===== config.mk =====
export PLATFORM = sky130hd
export DESIGN_NAME = seg_cell_formatter_flat
export DESIGN_NICKNAME = d
export VERILOG_FILES = /design/src/rtl/seg_cell_formatter_if.sv /design/src/rtl/seg_cell_formatter.sv /design/src/flat_wrapper.sv
export SDC_FILE = /design/constraint.sdc
export NUM_CORES = 1
export LEC_CHECK = 0
export CORE_MARGIN = 5
export CORE_UTILIZATION = 59
export DETAILED_ROUTE_END_ITERATION = 10
export GPL_ROUTABILITY_DRIVEN = 0
export MAX_ROUTING_LAYER = met4
export PLACE_DENSITY = 0.86
export REMOVE_ABC_BUFFERS = 1
export SLEW_MARGIN = 25
export SYNTH_ARGS = -nofsm -noshare
export SYNTH_HDL_FRONTEND = slang
export SYNTH_SLANG_ARGS = --single-unit

===== constraint.sdc =====
create_clock -name clk -period 4.9 [get_ports clk]
set_input_delay 1.47 -clock clk [delete_from_list [all_inputs] [get_ports clk]]
set_output_delay 1.47 -clock clk [all_outputs]
set_load 0.02 [all_outputs]

===== src/rtl/seg_cell_formatter_if.sv =====
// Bus bundle between a timer source and the seven-segment cell formatter.
// The master drives the value/load side; the slave returns cell patterns and status.
interface seg_cell_formatter_if #(
  parameter int VAL_W = 14
);
  logic [VAL_W-1:0] value_i;
  logic             load_i;
  logic             blank_lz_i;
  logic [3:0]       dp_mask_i;
  logic [7:0]       Cell0_o;
  logic [7:0]       Cell1_o;
  logic [7:0]       Cell2_o;
  logic [7:0]       Cell3_o;
  logic             busy_o;
  logic             done_o;
  logic             ovf_o;

  modport master (
    output value_i, load_i, blank_lz_i, dp_mask_i,
    input  Cell0_o, Cell1_o, Cell2_o, Cell3_o, busy_o, done_o, ovf_o
  );

  modport slave (
    input  value_i, load_i, blank_lz_i, dp_mask_i,
    output Cell0_o, Cell1_o, Cell2_o, Cell3_o, busy_o, done_o, ovf_o
  );
endinterface


===== src/rtl/seg_cell_formatter.sv =====
// Binary timer value -> four seven-segment cells (sequential double-dabble,
// then segment encode with optional leading-zero blanking and decimal points).
module seg_cell_formatter #(
  parameter int VAL_W   = 14,
  parameter int MAX_VAL = 9999
) (
  input logic                clk,
  input logic                rst,
  seg_cell_formatter_if.slave bus
);

  localparam int               BCD_W   = 16;
  localparam int               CNT_W   = $clog2(VAL_W + 1);
  localparam logic [VAL_W-1:0] MAX_LIM = VAL_W'(MAX_VAL);
  localparam logic [CNT_W-1:0] LAST    = CNT_W'(VAL_W - 1);

  typedef enum logic [1:0] {
    IDLE,
    CONV,
    ENC
  } state_t;

  state_t           state;
  logic [VAL_W-1:0] bin_p0;
  logic [BCD_W-1:0] bcd_p0;
  logic [CNT_W-1:0] cnt;
  logic             blank_lz_p0;
  logic [3:0]       dp_mask_p0;

  logic [BCD_W-1:0] bcd_adj;
  logic [7:0]       cell0_nxt;
  logic [7:0]       cell1_nxt;
  logic [7:0]       cell2_nxt;
  logic [7:0]       cell3_nxt;

  function automatic logic [VAL_W-1:0] sat_val(input logic [VAL_W-1:0] v);
    return (v > MAX_LIM) ? MAX_LIM : v;
  endfunction

  // Double-dabble correction: any BCD digit >= 5 gets +3 before the shift.
  function automatic logic [BCD_W-1:0] add3(input logic [BCD_W-1:0] b);
    logic [BCD_W-1:0] r;
    r = b;
    for (int i = 0; i < BCD_W / 4; i++) begin
      if (b[4*i +: 4] >= 4'd5)
        r[4*i +: 4] = b[4*i +: 4] + 4'd3;
    end
    return r;
  endfunction

  function automatic logic [6:0] seg7(input logic [3:0] d);
    logic [6:0] s;
    case (d)
      4'd0:    s = 7'h3F;
      4'd1:    s = 7'h06;
      4'd2:    s = 7'h5B;
      4'd3:    s = 7'h4F;
      4'd4:    s = 7'h66;
      4'd5:    s = 7'h6D;
      4'd6:    s = 7'h7D;
      4'd7:    s = 7'h07;
      4'd8:    s = 7'h7F;
      4'd9:    s = 7'h6F;
      default: s = 7'h40;
    endcase
    return s;
  endfunction

  function automatic logic [7:0] make_cell(input logic [3:0] d, input logic blank,
                                           input logic dp);
    return {dp, blank ? 7'h00 : seg7(d)};
  endfunction

  // Encode stage: a digit blanks only when it and every higher digit are zero.
  always_comb begin
    logic z3, z2, z1;
    bcd_adj   = add3(bcd_p0);
    z3        = (bcd_p0[15:12] == 4'd0);
    z2        = z3 && (bcd_p0[11:8] == 4'd0);
    z1        = z2 && (bcd_p0[7:4] == 4'd0);
    cell3_nxt = make_cell(bcd_p0[15:12], blank_lz_p0 && z3, dp_mask_p0[3]);
    cell2_nxt = make_cell(bcd_p0[11:8],  blank_lz_p0 && z2, dp_mask_p0[2]);
    cell1_nxt = make_cell(bcd_p0[7:4],   blank_lz_p0 && z1, dp_mask_p0[1]);
    cell0_nxt = make_cell(bcd_p0[3:0],   1'b0,              dp_mask_p0[0]);
  end

  always_ff @(posedge clk or posedge rst) begin
    if (rst) begin
      state       <= IDLE;
      bin_p0      <= '0;
      bcd_p0      <= '0;
      cnt         <= '0;
      blank_lz_p0 <= 1'b0;
      dp_mask_p0  <= 4'h0;
      bus.Cell0_o <= 8'h00;
      bus.Cell1_o <= 8'h00;
      bus.Cell2_o <= 8'h00;
      bus.Cell3_o <= 8'h00;
      bus.busy_o  <= 1'b0;
      bus.done_o  <= 1'b0;
      bus.ovf_o   <= 1'b0;
    end else begin
      bus.done_o <= 1'b0;
      case (state)
        IDLE: begin
          if (bus.load_i) begin
            bin_p0      <= sat_val(bus.value_i);
            blank_lz_p0 <= bus.blank_lz_i;
            dp_mask_p0  <= bus.dp_mask_i;
            bus.ovf_o   <= (bus.value_i > MAX_LIM);
            bcd_p0      <= '0;
            cnt         <= '0;
            bus.busy_o  <= 1'b1;
            state       <= CONV;
          end
        end
        // Conversion stage: one shift per cycle, VAL_W shifts in total.
        CONV: begin
          {bcd_p0, bin_p0} <= {bcd_adj[BCD_W-2:0], bin_p0, 1'b0};
          cnt              <= cnt + CNT_W'(1);
          if (cnt == LAST)
            state <= ENC;
        end
        ENC: begin
          bus.Cell0_o <= cell0_nxt;
          bus.Cell1_o <= cell1_nxt;
          bus.Cell2_o <= cell2_nxt;
          bus.Cell3_o <= cell3_nxt;
          bus.done_o  <= 1'b1;
          bus.busy_o  <= 1'b0;
          state       <= IDLE;
        end
        default: state <= IDLE;
      endcase
    end
  end

endmodule

===== src/flat_wrapper.sv =====
// flat-port wrapper written by rule: the top's interface ports become plain ports
module seg_cell_formatter_flat 
#(
  parameter int VAL_W   = 14,
  parameter int MAX_VAL = 9999
)
  (clk, rst, bus_value_i, bus_load_i, bus_blank_lz_i, bus_dp_mask_i, bus_Cell0_o, bus_Cell1_o, bus_Cell2_o, bus_Cell3_o, bus_busy_o, bus_done_o, bus_ovf_o);
  seg_cell_formatter_if #(.VAL_W(VAL_W)) bus_i ();
  input logic clk;
  input logic rst;
  input wire logic [$bits(bus_i.value_i)-1:0] bus_value_i;
  input wire logic [$bits(bus_i.load_i)-1:0] bus_load_i;
  input wire logic [$bits(bus_i.blank_lz_i)-1:0] bus_blank_lz_i;
  input wire logic [$bits(bus_i.dp_mask_i)-1:0] bus_dp_mask_i;
  output wire logic [$bits(bus_i.Cell0_o)-1:0] bus_Cell0_o;
  output wire logic [$bits(bus_i.Cell1_o)-1:0] bus_Cell1_o;
  output wire logic [$bits(bus_i.Cell2_o)-1:0] bus_Cell2_o;
  output wire logic [$bits(bus_i.Cell3_o)-1:0] bus_Cell3_o;
  output wire logic [$bits(bus_i.busy_o)-1:0] bus_busy_o;
  output wire logic [$bits(bus_i.done_o)-1:0] bus_done_o;
  output wire logic [$bits(bus_i.ovf_o)-1:0] bus_ovf_o;
  assign bus_i.value_i = bus_value_i;
  assign bus_i.load_i = bus_load_i;
  assign bus_i.blank_lz_i = bus_blank_lz_i;
  assign bus_i.dp_mask_i = bus_dp_mask_i;
  assign bus_Cell0_o = bus_i.Cell0_o;
  assign bus_Cell1_o = bus_i.Cell1_o;
  assign bus_Cell2_o = bus_i.Cell2_o;
  assign bus_Cell3_o = bus_i.Cell3_o;
  assign bus_busy_o = bus_i.busy_o;
  assign bus_done_o = bus_i.done_o;
  assign bus_ovf_o = bus_i.ovf_o;
  seg_cell_formatter #(.VAL_W(VAL_W), .MAX_VAL(MAX_VAL)) u_core (.clk(clk), .rst(rst), .bus(bus_i));
endmodule

; ---- Word level (Yosys, flattened, before mapping)
; Memory sizes are Yosys's and may differ from the RTL's. A register that Yosys moved wholly into a read port is not among the register bits.
; Index checks and enable logic that the tools add are counted.
; W data, S select, Z words.
[word_totals]
word_cells = 67
input_bits = 22
ram_bits = 0
mem_count = 4
latch_bits = 0
regBits = 76
mem_bits_ro = 448
[classes]
n_lt_le_gt_ge = 5
n_shift = 0
eq_ne = 5
addsub = 5
bitwise = 0
n_reduce_logical = 15
muxes = 20
div = 0
multipliers = 0
[memory_table]
columns = name, words, width, read_ports, rd_clocked_by_memory_dff, wr, line_no
row1 = (name not given), 16, 7, 1, 0, 0, seg_cell_formatter.sv:53  ; case (d)
row2 = (name not given), 16, 7, 1, 0, 0, seg_cell_formatter.sv:53
row3 = (name not given), 16, 7, 1, 0, 0, seg_cell_formatter.sv:53
row4 = (name not given), 16, 7, 1, 1, 0, seg_cell_formatter.sv:53
[ops]
columns = op, count
row1 = $pmux W16 S2, 1
row2 = $mux W14, 2
row3 = $pmux W14 S2, 1
row4 = $mux W7, 3
row5 = $ge A4 B3 Y1 const B, 4
row6 = $mux W16, 1
row7 = $mux W4, 4
row8 = $gt A14 B14 Y1 const B, 1
row9 = $add A4 B2 Y4 const B, 3
row10 = $logic_not A4 Y1, 3
row11 = $pmux W4 S2, 1
row12 = $reduce_and A2 Y1, 4
row13 = $logic_and A1 B1 Y1, 5
row14 = $add A4 B1 Y4 const B, 1
row15 = $eq A4 B4 Y1 const B, 1
row16 = $mux W2, 2
row17 = $pmux W2 S2, 1
row18 = $reduce_bool A2 Y1, 2
row19 = $add A3 B2 Y3 const B, 1
row20 = $mux W3, 1
row21 = $eq A2 B1 Y1 const B, 1
row22 = $eq A2 B2 Y1 const B, 1
row23 = $logic_not A2 Y1, 1
row24 = $mux W1, 2
row25 = 3 further kinds, 3

; ---- Depth between registers and ports, before layout
[depth]
depth_word = 5
ltp_mapped = 6
depth_no_buf = 6

; ---- Least setup slack after synthesis
; No wires, ideal clock.
[synth_path]
path_kind = input port to flip-flop
startpoint = input bus_value_i[6]
endpoint = register u_core.bin_p0[6]
t_required_ns = 4.834
setup_slack_ns = 2.506
stages = 4
arrival_ns = 2.328
setup_time_ns = 0.066
path_cell_list = nor4_1 > nor2_1 > o31ai_4 > a31o_1
[synth_via]
elab_chain_cells = 4
[synth_rtl]
columns = item, line_no
row1 = from (decl), flat_wrapper.sv:11  ; input wire logic [$bits(bus_i.value_i)-1:0] bus_value_i;
row2 = $gt A14 B14 Y1, seg_cell_formatter.sv:37  ; return (v > MAX_LIM) ? MAX_LIM : v;
row3 = $mux W14 *, seg_cell_formatter.sv:37
row4 = $mux W14 *, seg_cell_formatter.sv:106  ; if (bus.load_i) begin
row5 = $pmux W14 S2 *, seg_cell_formatter.sv:104  ; case (state)
row6 = to (signal assigned), seg_cell_formatter.sv:107  ; bin_p0 <= sat_val(bus.value_i);
row7 = to (signal assigned), seg_cell_formatter.sv:119  ; {bcd_p0, bin_p0} <= {bcd_adj[BCD_W-2:0], bin_p0, 1'b0};
row8 = to (decl), seg_cell_formatter.sv:24  ; logic [VAL_W-1:0] bin_p0;
; Mark *: on every way between the ends. The rest lies on a longest branch, timed or not. The select of a mux whose other input is x is not followed.
; A chain may end at the register's enable or synchronous reset.

; ---- Worst setup path in the final report
[layout_path]
startpoint = input bus_load_i
endpoint = register u_core.bin_p0[7]
[layout_via]
elab_chain_cells = 2
[layout_rtl]
columns = item, line_no
row1 = from (decl), flat_wrapper.sv:12  ; input wire logic [$bits(bus_i.load_i)-1:0] bus_load_i;
row2 = $ne A2 B2 Y1 (no source line), --
row3 = $reduce_and A2 Y1 (no source line), --
; No other way between the ends.

==> reports/metrics.yaml <==
yosysSeqAreaShare: 0.479
postCtsSetupBuffers: 0
synthArstFlopShare: 1.00
cts_root_buffer: "clkbuf_8"
grt_pass1_vias: 3198
drt_iter0_drc: 220
numCtsBuffers: 9
final.min_clock_period_ns: 3.16
pre_cts_ws_ns: 1.42
port_buffers: 56
htree_levels: 3
syn_area_mm2: 0.00397
worst_ir_drop_vdd_uv: 380
tns_ns: 0
fin_nets: 527
cts_repair_resize_count: 0
rsz0062_at_grt: "false"
status: "completed"
worst_pin_slew_ns: 0.979
clkTransAtPathRegs_ns: 0.08
regToRegStartpoint: "u_core.state[0]$_DFFE_PP0P_"
p_per_area_mw_per_mm2: 689
worst_hold_path_type: "flip-flop to flip-flop"
die_h_um: 92.1
placed_cell_area_mm2: 0.00455
skew_ns: 0.00869
yosys_warnings: 0
cts_sinks: 76
layout-drive-gt1-share: 0.0663
dpl.hpwl_mm: 5.93
ys_types: 52
setup_ws_ns: 1.74
antenna_found_initial: 0
setup_viol: 0
worstSetupPathType: "input port to flip-flop"
worstPathArrival_ns: 3.40
clk-insertion-delay-late_ns: 0.35
fmax_ghz: 0.316
syn_inst: 431
wl_per_cell_um: 15.3
finalHoldViolCount: 0
drc: 0
antenna_cells: 0
grt_overflow: 0
vias_per_cell: 5.81
period_share: 0.645
initial_core_util: 0.595
critPathCaptureType: "flip-flop"
slowest_delay_ns: 0.66
leakage_uw: 0.00215
synth_ff_type: "dfrtp_1"
synth-seq-cells: 76
r2r_end: "u_core.bin_p0[7]$_DFFE_PP0P_"
rr_worst_depth: 4
wirelength_mm: 8.61
relSlewSlack: 0.345
grt_use_total: 0.222
critPathSlowestCell: "nor3b_4"
crit_chain: "clkdlybuf4s50_1 -> nor3b_4 -> nor2_2 -> a22o_1 -> a31o_1"
drv_slew: 0
rows: 30
path_max_fanout: 19
worst-path-buf-inv: 1
cts_max_path_buffers: 2
cp_top_family: "simple AND/OR/NAND/NOR gates"
die_x_um: 92.1
cts_tree: "built"
final_area_mm2: 0.00475
synth_edf_count: 0
critPathLaunchType: "input port"
grt_max_degree: 38
vias: 3269
crit_start: "bus_load_i"
crit_cells: 5
core_mm2: 0.00668
drt-pass1-iter-count: 5
dieArea_mm2: 0.00848
critPathRequiredTime_ns: 5.14
cp-endpoint: "u_core.bin_p0[7]$_DFFE_PP0P_"
syn2layout_area_growth_pct: 19.5
ctsHoldBuffers: 0
r2r_slack_ns: 2.68
syn_area_per_cell_um2: 9.22
ant_nets: 0
maxCapViolCount: 0
ios: 57
grt_pass1_wl_mm: 14.7
==> power by group <==
| group | internal [µW] | total, µW | switching [µW] |
|---|---|---|---|
| clock network | 262 | 492 | 230 |
| registers | 920 | 1210 | 293 |
| logic | 706 | 1570 | 863 |
| total | 1890 | 3270 | 1390 |
==> state kept, by name, summed over array words and instances, names as in the netlist <==
register,flops
u_core.bcd_p0,16
u_core.bin_p0,14
u_core.blank_lz_p0,1
u_core.bus.Cell0_o,8
u_core.bus.Cell1_o,8
u_core.bus.Cell2_o,8
u_core.bus.Cell3_o,8
u_core.bus.busy_o,1
u_core.bus.done_o,1
u_core.bus.ovf_o,1
u_core.cnt,4
u_core.dp_mask_p0,4
u_core.state,2
==> worst reg2reg max path: cells and delay by family, from the launching register on <==
kind,cells,cell delay [ns]
AND/OR/NAND/NOR,2,1.16
AO/OA/AOI/OAI,2,0.48
flip-flops,1,0.47
==> per-layer routing <==
| layer | vias to the layer above | part of all wire | global-route usage |
|---|---|---|---|
| met2 | 87 | 0.50 | 0.360 |
| met4 | 0 | 0.016 | 0.0990 |
| met5 | - | 0 | - |
| met3 | 18 | 0.043 | 0.0418 |
| met1 | 1568 | 0.44 | 0.270 |
| li1 | 1596 | - | - |
==> layout by cell type, fill, tap and decap left out, types with 11 or more instances in the layout <==
master	n
nand3_1	22
a21oi_1	28
inv_1	13
dfrtp_1	76
ha_1	27
nor2_1	29
o21ai_0	25
clkdlybuf4s50_1	56
o21ai_1	26
nand2_1	74
clkbuf_8	11
==> area by class of cell <==
| cell class | count | area (µm²) |
|---|---|---|
| clock inverters | 4 | 47.5 |
| multi-input cells | 315 | 1900 |
| repair buffers | 59 | 583 |
| well taps | 80 | 100 |
| fillers | 503 | 1930 |
| inverters | 17 | 63.8 |
| flip-flops and latches | 76 | 1900 |
| clock buffers | 12 | 155 |
==> cell families (layout without fill, tap and decap cells) <==
logic type,Yosys count,in the layout,synth area share
AND/OR/NAND/NOR,164,164,0.192
AO/OA/AOI/OAI,115,115,0.178
flip-flops,76,76,0.479
buffers and inverters,40,92,0.0441
adder cells (fa/ha/maj),27,27,0.0850
multiplexers,5,5,0.0132
XOR/XNOR,4,4,0.00882
==> how the worst min path moves through the flow <==
stage	start	end	slack, ns	cells past startpoint
2_1_floorplan	u_core.bin_p0[10]$_DFFE_PP0P_	u_core.bin_p0[11]$_DFFE_PP0P_	0.44	2
3_3_place_gp	u_core.bin_p0[10]$_DFFE_PP0P_	u_core.bin_p0[11]$_DFFE_PP0P_	0.45	2
6_report	u_core.dp_mask_p0[2]$_DFFE_PP0P_	u_core.bus.Cell2_o[7]$_DFFE_PP0P_	0.47	2
3_5_place_dp	u_core.dp_mask_p0[2]$_DFFE_PP0P_	u_core.bus.Cell2_o[7]$_DFFE_PP0P_	0.46	2
4_1_cts	u_core.dp_mask_p0[2]$_DFFE_PP0P_	u_core.bus.Cell2_o[7]$_DFFE_PP0P_	0.48	2
5_1_grt	u_core.bus.Cell2_o[6]$_DFFE_PP0P_	u_core.bus.Cell2_o[6]$_DFFE_PP0P_	0.49	2
==> metrics by stage <==
| step | total power, µW | cells | utilization | hold WS (ns) |
|---|---|---|---|---|
| floorplan | 2210 | 408 | - | 0.439 |
| detailed placement | 2780 | 547 | 0.680 | 0.457 |
| global route | 3540 | 563 | 0.711 | 0.494 |
| finish | 3270 | 563 | 0.711 | 0.471 |
| global placement | 2680 | 547 | 0.680 | 0.450 |
| CTS | 3280 | 563 | 0.711 | 0.477 |
==> synth_stat cells (7+ instances only) <==
library cell,number,area share
dfrtp_1,76,0.48
nand2_1,74,0.070
nor2_1,29,0.027
a21oi_1,28,0.035
ha_1,27,0.085
o21ai_1,26,0.033
o21ai_0,25,0.031
nand3_1,22,0.028
buf_2,14,0.018
inv_1,14,0.013
clkbuf_1,7,0.0066
nand2b_1,7,0.011
nor3_1,7,0.0088
No activity file was read; power rests on OpenSTA's default activity.
